<file path="src/rtl/uart_pkg.sv">
// Shared UART definitions: receiver state encoding and the legal parameter
// envelope that UART blocks are checked against when they are elaborated.
package uart_pkg;

  typedef enum logic [2:0] {
    RX_IDLE   = 3'd0,
    RX_START  = 3'd1,
    RX_DATA   = 3'd2,
    RX_PARITY = 3'd3,
    RX_STOP   = 3'd4,
    RX_BREAK  = 3'd5
  } rx_state_t;

  localparam int DATA_BITS_MIN  = 5;
  localparam int DATA_BITS_MAX  = 9;
  localparam int OVERSAMPLE_MIN = 4;
  localparam int OVERSAMPLE_MAX = 64;
  localparam int STOP_BITS_MIN  = 1;
  localparam int STOP_BITS_MAX  = 2;

endpackage

</file>
<file path="src/rtl/uart_sync2.sv">
// Two-flop synchronizer for an asynchronous single-bit input; the reset value
// is a parameter so idle-high serial lines come out of reset in their idle state.
module uart_sync2 #(
  parameter logic RESET_VAL = 1'b1
) (
  input  logic clk,
  input  logic reset_n,
  input  logic d,
  output logic q
);

  logic meta;

  always_ff @(posedge clk or negedge reset_n) begin
    if (!reset_n) begin
      meta <= RESET_VAL;
      q    <= RESET_VAL;
    end else begin
      meta <= d;
      q    <= meta;
    end
  end

endmodule

</file>
<file path="src/rtl/uart_rx_engine.sv">
// UART receiver: oversampled start/data/parity/stop framing feeding a one-deep
// holding stage with valid/ready handoff and overrun reporting.
//
// state     | meaning
// RX_IDLE   | line idle, waiting for a synchronized low
// RX_START  | qualifying the start bit at its mid-point
// RX_DATA   | shifting in data bits, LSB first
// RX_PARITY | sampling the parity bit
// RX_STOP   | sampling stop bits, frame delivered on the last one
// RX_BREAK  | line still low after the frame, waiting for it to go high
module uart_rx_engine
  import uart_pkg::*;
#(
  parameter int DATA_BITS  = 8,
  parameter int OVERSAMPLE = 16,
  parameter int PARITY_EN  = 0,
  parameter int PARITY_ODD = 0,
  parameter int STOP_BITS  = 1
) (
  input  logic                 clk,
  input  logic                 reset_n,
  input  logic                 i_Rx_Data,
  output logic [DATA_BITS-1:0] o_Rx_Byte,
  output logic                 o_Rx_Valid,
  input  logic                 i_Rx_Ready,
  output logic                 o_Parity_Err,
  output logic                 o_Frame_Err,
  output logic                 o_Overrun,
  output logic                 o_Busy
);

  if (DATA_BITS < DATA_BITS_MIN || DATA_BITS > DATA_BITS_MAX) begin : g_bad_data_bits
    $error("uart_rx_engine: DATA_BITS must be within 5..9");
  end
  if (OVERSAMPLE < OVERSAMPLE_MIN || OVERSAMPLE > OVERSAMPLE_MAX || (OVERSAMPLE % 2) != 0)
  begin : g_bad_oversample
    $error("uart_rx_engine: OVERSAMPLE must be even and within 4..64");
  end
  if (STOP_BITS < STOP_BITS_MIN || STOP_BITS > STOP_BITS_MAX) begin : g_bad_stop_bits
    $error("uart_rx_engine: STOP_BITS must be 1 or 2");
  end
  if (PARITY_EN < 0 || PARITY_EN > 1 || PARITY_ODD < 0 || PARITY_ODD > 1) begin : g_bad_parity
    $error("uart_rx_engine: PARITY_EN and PARITY_ODD must be 0 or 1");
  end

  localparam int SAMPLE_W = $clog2(OVERSAMPLE);
  localparam int BIT_W    = $clog2(DATA_BITS);

  localparam logic [SAMPLE_W-1:0] HALF_TC = SAMPLE_W'(OVERSAMPLE / 2 - 1);
  localparam logic [SAMPLE_W-1:0] FULL_TC = SAMPLE_W'(OVERSAMPLE - 1);
  localparam logic [BIT_W-1:0]    DATA_TC = BIT_W'(DATA_BITS - 1);
  localparam logic [BIT_W-1:0]    STOP_TC = BIT_W'(STOP_BITS - 1);
  localparam logic                ODD_BIT = (PARITY_ODD != 0);
  localparam logic                HAS_PAR = (PARITY_EN != 0);

  rx_state_t            state;
  logic [SAMPLE_W-1:0]  sample_cnt;
  logic [BIT_W-1:0]     bit_cnt;
  logic [DATA_BITS-1:0] shift_reg;
  logic                 parity_err;
  logic                 frame_err;
  logic                 line_s;
  logic                 bit_tc;

  uart_sync2 #(.RESET_VAL(1'b1)) u_sync (
    .clk     (clk),
    .reset_n (reset_n),
    .d       (i_Rx_Data),
    .q       (line_s)
  );

  assign bit_tc = (sample_cnt == FULL_TC);

  always_ff @(posedge clk or negedge reset_n) begin
    if (!reset_n) begin
      state        <= RX_IDLE;
      sample_cnt   <= '0;
      bit_cnt      <= '0;
      shift_reg    <= '0;
      parity_err   <= 1'b0;
      frame_err    <= 1'b0;
      o_Rx_Byte    <= '0;
      o_Rx_Valid   <= 1'b0;
      o_Parity_Err <= 1'b0;
      o_Frame_Err  <= 1'b0;
      o_Overrun    <= 1'b0;
      o_Busy       <= 1'b0;
    end else begin
      // Acceptance first; a frame landing this cycle overrides it below.
      if (o_Rx_Valid && i_Rx_Ready) begin
        o_Rx_Valid <= 1'b0;
        o_Overrun  <= 1'b0;
      end

      case (state)
        RX_IDLE: begin
          if (!line_s) begin
            state      <= RX_START;
            sample_cnt <= '0;
            o_Busy     <= 1'b1;
          end
        end

        RX_START: begin
          if (sample_cnt == HALF_TC) begin
            sample_cnt <= '0;
            bit_cnt    <= '0;
            parity_err <= 1'b0;
            frame_err  <= 1'b0;
            if (line_s) begin
              state  <= RX_IDLE;
              o_Busy <= 1'b0;
            end else begin
              state <= RX_DATA;
            end
          end else begin
            sample_cnt <= sample_cnt + 1'b1;
          end
        end

        RX_DATA: begin
          if (bit_tc) begin
            sample_cnt <= '0;
            shift_reg  <= {line_s, shift_reg[DATA_BITS-1:1]};
            if (bit_cnt == DATA_TC) begin
              bit_cnt <= '0;
              state   <= HAS_PAR ? RX_PARITY : RX_STOP;
            end else begin
              bit_cnt <= bit_cnt + 1'b1;
            end
          end else begin
            sample_cnt <= sample_cnt + 1'b1;
          end
        end

        RX_PARITY: begin
          if (bit_tc) begin
            sample_cnt <= '0;
            parity_err <= (^shift_reg) ^ line_s ^ ODD_BIT;
            state      <= RX_STOP;
          end else begin
            sample_cnt <= sample_cnt + 1'b1;
          end
        end

        RX_STOP: begin
          if (bit_tc) begin
            sample_cnt <= '0;
            if (bit_cnt == STOP_TC) begin
              bit_cnt      <= '0;
              o_Rx_Byte    <= shift_reg;
              o_Parity_Err <= parity_err;
              o_Frame_Err  <= frame_err | ~line_s;
              o_Rx_Valid   <= 1'b1;
              o_Overrun    <= o_Rx_Valid && !i_Rx_Ready;
              if (line_s) begin
                state  <= RX_IDLE;
                o_Busy <= 1'b0;
              end else begin
                state <= RX_BREAK;
              end
            end else begin
              frame_err <= frame_err | ~line_s;
              bit_cnt   <= bit_cnt + 1'b1;
            end
          end else begin
            sample_cnt <= sample_cnt + 1'b1;
          end
        end

        RX_BREAK: begin
          if (line_s) begin
            state  <= RX_IDLE;
            o_Busy <= 1'b0;
          end
        end

        default: begin
          state  <= RX_IDLE;
          o_Busy <= 1'b0;
        end
      endcase
    end
  end

endmodule

</file>
<file path="config.mk">
export PLATFORM = sky130hd
export DESIGN_NAME = uart_rx_engine
export DESIGN_NICKNAME = d
export VERILOG_FILES = /design/src/rtl/uart_pkg.sv /design/src/rtl/uart_sync2.sv /design/src/rtl/uart_rx_engine.sv
export SDC_FILE = /design/constraint.sdc
export NUM_CORES = 1
export LEC_CHECK = 0
export CELL_PAD_IN_SITES_DETAIL_PLACEMENT = 1
export CELL_PAD_IN_SITES_GLOBAL_PLACEMENT = 1
export CORE_ASPECT_RATIO = 0.5
export CORE_MARGIN = 3
export CORE_UTILIZATION = 44
export CTS_CLUSTER_SIZE = 25
export DETAILED_ROUTE_END_ITERATION = 10
export PLACE_DENSITY = 0.89
export REMOVE_ABC_BUFFERS = 1
export SLEW_MARGIN = 20
export SYNTH_ARGS = -nofsm -noshare
export SYNTH_HDL_FRONTEND = slang
export SYNTH_SLANG_ARGS = --single-unit
</file>
<file path="constraint.sdc">
create_clock -name clk -period 2.2 [get_ports clk]
set_clock_uncertainty 0.05 [all_clocks]
set_input_delay 0.33 -clock clk [delete_from_list [all_inputs] [get_ports clk]]
set_output_delay 0.33 -clock clk [all_outputs]
set_load 0.02 [all_outputs]
</file>
==> reports/results.txt <==
Worst EP arrival - 2150 ps
Worst Setup Start Kind - flip-flop
combinational fraction of design power - 33.3%
Chip Height - 52.32 um
# H-tree levels - 2
share of the synthesized area in the top cell type - 43.74%
initial core utilization - 47.16%
Critical Path RT - 2330 ps
syn_area_per_cell - 10.04 sq um
R2R cell count - 6
Final min period - 2012 ps
Final ANT Viol Nets - 0
Hold Vio Cnt, Final - 0
ys flop type - dfrtp_1
die span in x - 98.64 um
Buffers on Ports - 16
internal power - 1214 uW
Post-synth top cells - 36 x nand2_1, 33 x dfrtp_1, 8 x buf_2, 8 x inv_1, 8 x mux2_2
Avg WL per Cell - 17.70 um
Critical Path Fanout Max - 9
nets - 217
Longest Clk Path Bufs - 2
Synth cell types - 46
Clk Latency, worst-skew pair - 300 ps
Area growth, synth to finish - 16.96%
Min-Delay Path Depth - 0
pwr dens - 867.7 mW/mm^2
RSZ-0062 raised after global routing - no
CORE AREA - 0.004004 sq mm
Rows - 16
DP Wirelength - 3196 um
sw frac - 36.63%
async set or reset register ratio after synthesis - 100.0%
share of the yosys chip area belonging to registers - 46.52%
slowest stage cell, crit path - dfrtp_1
clock share of power - 24.6%
Pleak - 0.001033 uW
Reg clk slew, reported paths - 80 ps
worst relative slew slack - 63.28%
Root Buffer Master - clkbuf_8
Post-Route WL - 4672 um
family with the most delay on the worst path - simple AND/OR/NAND/NOR gates
Netlist Area Pre-Place - 0.001888 sq mm
Post-synth EDFFs - 0
die area - 0.005161 sq mm
endpoints failing setup - 0
antenna cells - 0
Critical Path End Type - flip-flop
status - completed
CTS tree - done
total grt overflow - 0
first-pass GRT wire length - 8073 um
TritonRoute pass-1 iters - 5
final max-slew violation count - 0
CTS buffer count - 5
DRC Markers - 0
GP Congestion - 0.8066
area leader, netlist - dfrtp_1
hold_sp - u_sync.meta$_DFF_PN1_
CTS Sinks - 35
Vias - 1465
#FFs+latches synth - 35
setup TNS - 0 ps
Synth warnings - 0
layout cells sized above 1 - 17.62%
Syn Inst Count - 188
vias in the first global route - 1575
R2R Path Start - sample_cnt[0]$_DFFE_PN0P_
R2R Path End - shift_reg[3]$_DFFE_PN0P_
I/O pin cnt - 17
Synth area leaders - dfrtp_1 44%, nand2_1 7.2%, mux2_2 4.8%, dfstp_2 2.8%, ha_1 2.7%
min-delay worst type - reg2reg
VDD IR-drop max - 338.7 uV
R2R Setup Slk - 190 ps
antenna violations before repair - 0
Worst Path Buf+Inv - 1
period utilization - 91.45%
worst slew pin tran - 550.8 ps
Detailed Route Iter0 Violations - 44
dominant cell by count in the synthesized netlist - nand2_1
largest net degree at the start of global routing - 36
Flop pwr share - 42.0%
Max Fclk - 0.4970 GHz
MaxCap Viol Count - 0
CP cell instances - ha_2 > and3_1 > nand2_1 > nor3_4 > buf_4 > mux2_2
critical path class - reg2reg
total power - 1916 uW
via density per instance - 5.549
final hold slack - 319.3 ps
Crit path largest cell delay - 410 ps
Psw - 701.8 uW
Worst Hold End - u_sync.q$_DFF_PN1_
gr usage total - 20.07%
-- metrics by stage --
stage / worst slack, ps / cell area [sq um] / instances / utilization, %
floorplan: 348.7 / 1810 / 175 / -
global placement: 252.2 / 2106 / 254 / 52.59
detailed placement: 129.5 / 2106 / 254 / 52.59
CTS: 82.69 / 2191 / 262 / 54.72
global route: 71.86 / 2208 / 264 / 55.16
finish: 188.1 / 2208 / 264 / 55.16
-- how the worst max path moves through the flow --
stage	start	endpoint	slack [ps]	cells past startpoint
after global routing	sample_cnt[1]$_DFFE_PN0P_	shift_reg[3]$_DFFE_PN0P_	70	6
final	sample_cnt[0]$_DFFE_PN0P_	shift_reg[3]$_DFFE_PN0P_	190	6
after detailed placement	sample_cnt[1]$_DFFE_PN0P_	shift_reg[3]$_DFFE_PN0P_	130	5
after global placement	sample_cnt[0]$_DFFE_PN0P_	shift_reg[2]$_DFFE_PN0P_	250	5
after CTS	sample_cnt[0]$_DFFE_PN0P_	shift_reg[1]$_DFFE_PN0P_	80	5
after floorplan	state[0]$_DFFE_PN0P_	o_Overrun$_DFF_PN0_	350	4
-- worst register-to-register path, cell delays in order, from the launching register on --
cell and delay [ps]:
dfrtp_1 410, ha_2 300, and3_1 250, nand2_1 140
nor3_4 250, buf_4 170, mux2_2 340
-- per-layer routing --
metal  wire length [um]  up-vias  track usage [%]
li1                   -      698                -
met1               2071      747            24.23
met2               2446       15            37.02
met3                108        5            4.382
met4                 46        0            5.215
met5                  0        -                0
-- area by class of cell --
type	count	area (sq um)
fill	463	1795
multi-input combinational	132	904.6
sequential	35	878.3
timing repair buffer	27	242.7
clock buffer	6	72.57
tap	54	67.56
inverter	8	30.03
clock inverter	2	12.51
-- power groups by stage --
stage                     clock network [uW]  registers (uW)  logic [uW]
after detailed placement                   0             811         618
after floorplan                            0             833         378
after global placement                     0             804         582
after CTS                                479             800         633
final                                    472             806         639
after global routing                     511             818         713
-- logic make-up (layout without fill, tap and decap cells) --
logic type | count (synthesis) | count (layout) | synth area share [%]
DFF | 35 | 35 | 46.52
and+or+nand+nor | 67 | 67 | 17.23
AOI/OAI and AO/OA | 40 | 40 | 15.51
adders and majority gates | 4 | 4 | 2.651
xor gates and xnor gates | 8 | 8 | 4.440
muxes | 13 | 13 | 7.953
buffers and inverters | 21 | 43 | 5.699
-- cells in the final DEF, fill, tap and decap left out, types with 3 or more instances in the layout --
master           count
a21oi_1              7
o21ai_0              7
nand3b_1             3
a31oi_1              4
clkdlybuf4s50_1     16
nor2_1               7
o31ai_1              3
clkbuf_8             5
xor2_1               3
nand2_1             36
xnor2_1              4
mux2_2               8
mux2i_1              3
nor3_1               5
inv_1                8
ha_1                 3
buf_4               11
dfrtp_1             33
-- repair_timing --
action	CTS	global route
gates resized for setup	0	1
hold buffers	0	0
endpoints found under the setup margin	0	9
buffers inserted	0	2
Note: power is estimated with default switching activity, not from simulation.
==> patch 1, RTL diff (same flow settings) <==
`RESET_VAL` is set to 1'b1 in 2 places; all go to 1'b0.
--- a/src/rtl/uart_sync2.sv
+++ b/src/rtl/uart_sync2.sv
@@ -3,3 +3,3 @@
 module uart_sync2 #(
-  parameter logic RESET_VAL = 1'b1
+  parameter logic RESET_VAL = 1'b0
 ) (
--- a/src/rtl/uart_rx_engine.sv
+++ b/src/rtl/uart_rx_engine.sv
@@ -64,3 +64,3 @@
 
-  uart_sync2 #(.RESET_VAL(1'b1)) u_sync (
+  uart_sync2 #(.RESET_VAL(1'b0)) u_sync (
     .clk     (clk),
Function: changed (a bounded check fails within 4 cycles, from zero or initial values and one cycle with reset_n low).
==> patch 1 against the unedited design <==
Worst hold slack lost 0.020 ns. Utilization is 1.1 points higher. Critical endpoint unchanged. Wire length up 2.7%. Power up 12%. Sequential share of layout area down 0.86 points. Sequential cell count did not move. Area after synthesis is 0.13% lower. Setup slack got worse by 0.0062 ns. Synthesized cell count unchanged. Die area decreased by 0.12%. Combinational power is 0.6% lower. Cell area is 1.9% higher.
==> patch 1: results (changes against the unedited design) <==
- Cell area after placement: 2096 sq um (-0.48%)
- Finished Core Util: 0.5622 (+0.01063)
- Biggest area contributors in the synthesized netlist: sky130_fd_sc_hd__dfrtp_1, sky130_fd_sc_hd__nand2_1, sky130_fd_sc_hd__mux2_2, sky130_fd_sc_hd__ha_1, sky130_fd_sc_hd__buf_2
- Worst hold slack: 0.2996 ns (-0.01964 ns)
- Final Net Count: 215 (-0.92%)
- Buffer count excluding the clock tree in the final layout: 25 (-7.4%)
- Proportion of final cell area spent on non-clock buffers: 0.1067 (-0.003189)
- GRT met3 Usage: 0.03586 (-0.007968)
- Met1 track utilization from global routing: 0.2427 (+0.0003775)
- Hold-critical path endpoint: u_sync.q
- Share of cells above drive strength 1: 0.1587 (-0.01754)
- Number of cells after detailed placement: 253 (-0.39%)
- Outcome: complete, no violations
- HPWL reported at the end of detailed placement: 3075 um (-3.8%)
- Combined global-route utilization of all metal layers: 0.2020 (+0.001243)
- Vias in the first global route: 1670 (+6.0%)
- Top flip-flop cell by instance count after synthesis: sky130_fd_sc_hd__dfrtp_1
- Starting DRC count in detailed routing: 66 (+50%)
- Non-clock inverter count in the final layout: 8 (unchanged)
- Via/cell ratio: 5.683 (+2.4%)
- Portion of the post-synthesis area used by sequential elements: 0.4645 (-0.0007097)
- Average wire per cell in the routed design: 18.32 um (+3.5%)
- Place WS: 0.1720 ns (+0.04245 ns)
- Reg area: 875.8 sq um (-0.28%)
- Transition time at the pin with the least slew margin: 0.5864 ns (+0.03561 ns)
- Non-Filler Instances: 262 (-0.76%)
- Hold Crit Start: u_sync.meta
- Most common library cells after synthesis: sky130_fd_sc_hd__nand2_1, sky130_fd_sc_hd__dfrtp_1, sky130_fd_sc_hd__buf_2, sky130_fd_sc_hd__inv_1, sky130_fd_sc_hd__mux2_2
- Met2 wirelength from detailed routing: 2543 um (+4.0%)
- Placer Congestion: 0.7846 (-2.7%)
- # clk buffers: 6 (unchanged)
- Maximum resistive drop on vdd: 0.0004933 V (+46%)
- Synthesized-area fraction occupied by adder cells: 0.02654 (+0.00003518)
- Met2 Resource Use GR: 0.3781 (+0.007830)
- Wire length of the first global-routing pass: 8224 um (+1.9%)
- Die X-Extent: 98.58 um (about the same)
- Leak: 1.052 nW (+1.8%)
- Critical Path Max Stage Delay: 0.43 ns (+0.02 ns)
- First drt pass iteration count: 4 (-1)
- Arrival @ worst endpoint: 2.14 ns
- Parity-gate share of the synthesized area counting xor and xnor cells: 0.04446 (+0.00005893)
- Fraction of synthesized area in multiplexers: 0.07963 (+0.0001055)
- Total length of routed met3 wires: 123 um (+14%)
- Met1 Wirelength: 2077 um (+0.29%)
- Portion of the layout cell area used by clock cells: 0.05892 (+0.02039)
[patch 1: cell types whose count changed in the layout (fill, tap and decap cells not counted)]
| cell | delta |
|---|---|
| sky130_fd_sc_hd__buf_4 | -3 |
| sky130_fd_sc_hd__dfstp_2 | -2 |
| sky130_fd_sc_hd__clkinvlp_4 | -1 |
| sky130_fd_sc_hd__buf_12 | +1 |
| sky130_fd_sc_hd__bufinv_16 | +2 |
| sky130_fd_sc_hd__clkinv_2 | -1 |
| sky130_fd_sc_hd__dfrtp_1 | +2 |
[patch 1: power breakdown]
part,internal (mW),total [mW],switching (mW),leakage (nW)
sequential,0.696,0.807,0.111,0.476
combinational,0.285,0.635,0.349,0.511
clock,0.453,0.696,0.243,0.0654
[patch 1: what timing repair did]
action,4_1_cts,5_1_grt
setup buffers,0,1
gates resized for setup,0,1
setup endpoints to repair,0,8
==> patch 2, RTL diff (config.mk and constraints unchanged) <==
Made on the original files. The 6 states of `rx_state_t` get a one-hot encoding in 6 bits.
--- a/src/rtl/uart_pkg.sv
+++ b/src/rtl/uart_pkg.sv
@@ -4,9 +4,9 @@
 
-  typedef enum logic [2:0] {
-    RX_IDLE   = 3'd0,
-    RX_START  = 3'd1,
-    RX_DATA   = 3'd2,
-    RX_PARITY = 3'd3,
-    RX_STOP   = 3'd4,
-    RX_BREAK  = 3'd5
+  typedef enum logic [5:0] {
+    RX_IDLE   = 6'b000001,
+    RX_START  = 6'b000010,
+    RX_DATA   = 6'b000100,
+    RX_PARITY = 6'b001000,
+    RX_STOP   = 6'b010000,
+    RX_BREAK  = 6'b100000
   } rx_state_t;
Formal check against the unedited RTL: no difference found for any inputs over 10 cycles, from zero or initial values and one cycle with reset_n low; not proved beyond that.
==> patch 2 against the unedited design <==
Wire length down 2.5%. Clock power increased by 9.7%. Power rose by 4.9%. Sequential cell count unchanged. Setup slack got worse by 0.055 ns. Final cell count decreased by 15%. Die area is 7.4% lower. Non-clock buffer count shrank 6. Cell area down 6.6%. Utilization grew 2.1 points. Via count fell by 13%. Area after synthesis decreased by 8.1%. Largest power group unchanged.
==> patch 2: results (changes against the unedited design) <==
- Finished Core Util: 0.5726 (+0.02101)
- Maximum fanout along the worst path: 4 (-5)
- Area used by multi-input combinational logic: 799.5 sq um (-12%)
- Critical Path Max Stage Delay: 0.46 ns (+0.05 ns)
- Switching share of power: 0.3699 (+0.003634)
- Biggest area contributors in the synthesized netlist: sky130_fd_sc_hd__dfrtp_1, sky130_fd_sc_hd__mux2_2, sky130_fd_sc_hd__dfstp_2, sky130_fd_sc_hd__ha_1, sky130_fd_sc_hd__o21ai_0
- Buffer count excluding the clock tree in the final layout: 21 (-22%)
- Wire length of the first global-routing pass: 7817 um (-3.2%)
- Share of cells above drive strength 1: 0.2832 (+0.1070)
- Maximum resistive drop on vdd: 0.0005608 V (+66%)
- Clock power frac: 0.258 (+0.012)
- Average wire per cell in the routed design: 20.33 um (+15%)
- First drt pass iteration count: 4 (-1)
- Launch point of the worst path: bit_cnt[0]
- Worst-case reg-to-reg path depth: 7 (+1)
- Most common library cells after synthesis: sky130_fd_sc_hd__dfrtp_1, sky130_fd_sc_hd__mux2_2, sky130_fd_sc_hd__nand2_1
- Multi-input gate count: 102 (-23%)
- Comb power: 0.698 mW (+9.2%)
- Combined global-route utilization of all metal layers: 0.2231 (+0.02242)
- Final Net Count: 180 (-17%)
- Starting DRC count in detailed routing: 69 (+57%)
- Via/cell ratio: 5.683 (+2.4%)
- Arrival @ worst endpoint: 2.21 ns (+0.06 ns)
- Unique masters post-synth: 45 (-2.2%)
- Synthesized area divided by synthesized cell count: 11.57 sq um (+15%)
- Reg area: 879.6 sq um (+0.14%)
- Cell area after placement: 1951 sq um (-7.4%)
- Die X-Extent: 94.82 um (-3.9%)
- R2R Setup Slk: 0.13 ns (-0.05 ns)
- Place WS: 0.05545 ns (-0.07407 ns)
- Outcome: complete, no violations
- Vias in the first global route: 1449 (-8.0%)
- Standard cell with the maximum stage delay on the critical path: sky130_fd_sc_hd__or4_4
- Count of buffers inserted at the top-level ports: 15 (-1)
- Portion of the layout cell area used by clock cells: 0.04791 (+0.009381)
- Final Routed Wirelength: 4554 um (-2.5%)
- Leak: 0.9425 nW (-8.8%)
- Proportion of final cell area spent on non-clock buffers: 0.09460 (-0.01531)
- Power drawn by the clock network: 0.518 mW (+9.7%)
- Number of cells after detailed placement: 216 (-15%)
patch 2: changes by cell type after synthesis, moves of 3 or more:
cell                      change
sky130_fd_sc_hd__mux2_2      +10
sky130_fd_sc_hd__nand2_1     -26
sky130_fd_sc_hd__xnor2_1      -4
sky130_fd_sc_hd__a31oi_1      -4
sky130_fd_sc_hd__xor2_1       -3
sky130_fd_sc_hd__buf_2        -6
patch 2: metal layers:
| layer | track usage | wire length [um] |
|---|---|---|
| met1 | 0.2608 | 1910 |
| met5 | 0 | 0 |
| met2 | 0.3874 | 2310 |
| met3 | 0.05539 | 205 |
| met4 | 0.1053 | 128 |
patch 2: cell families after synthesis:
kind of cell,Yosys count,synth area share
AOI/OAI and AO/OA,30,0.1182
adders and majority gates,4,0.02884
buffers and inverters,13,0.04038
DFF,35,0.5069
muxes,21,0.1370
other,1,0.002161
and+or+nand+nor,46,0.1666
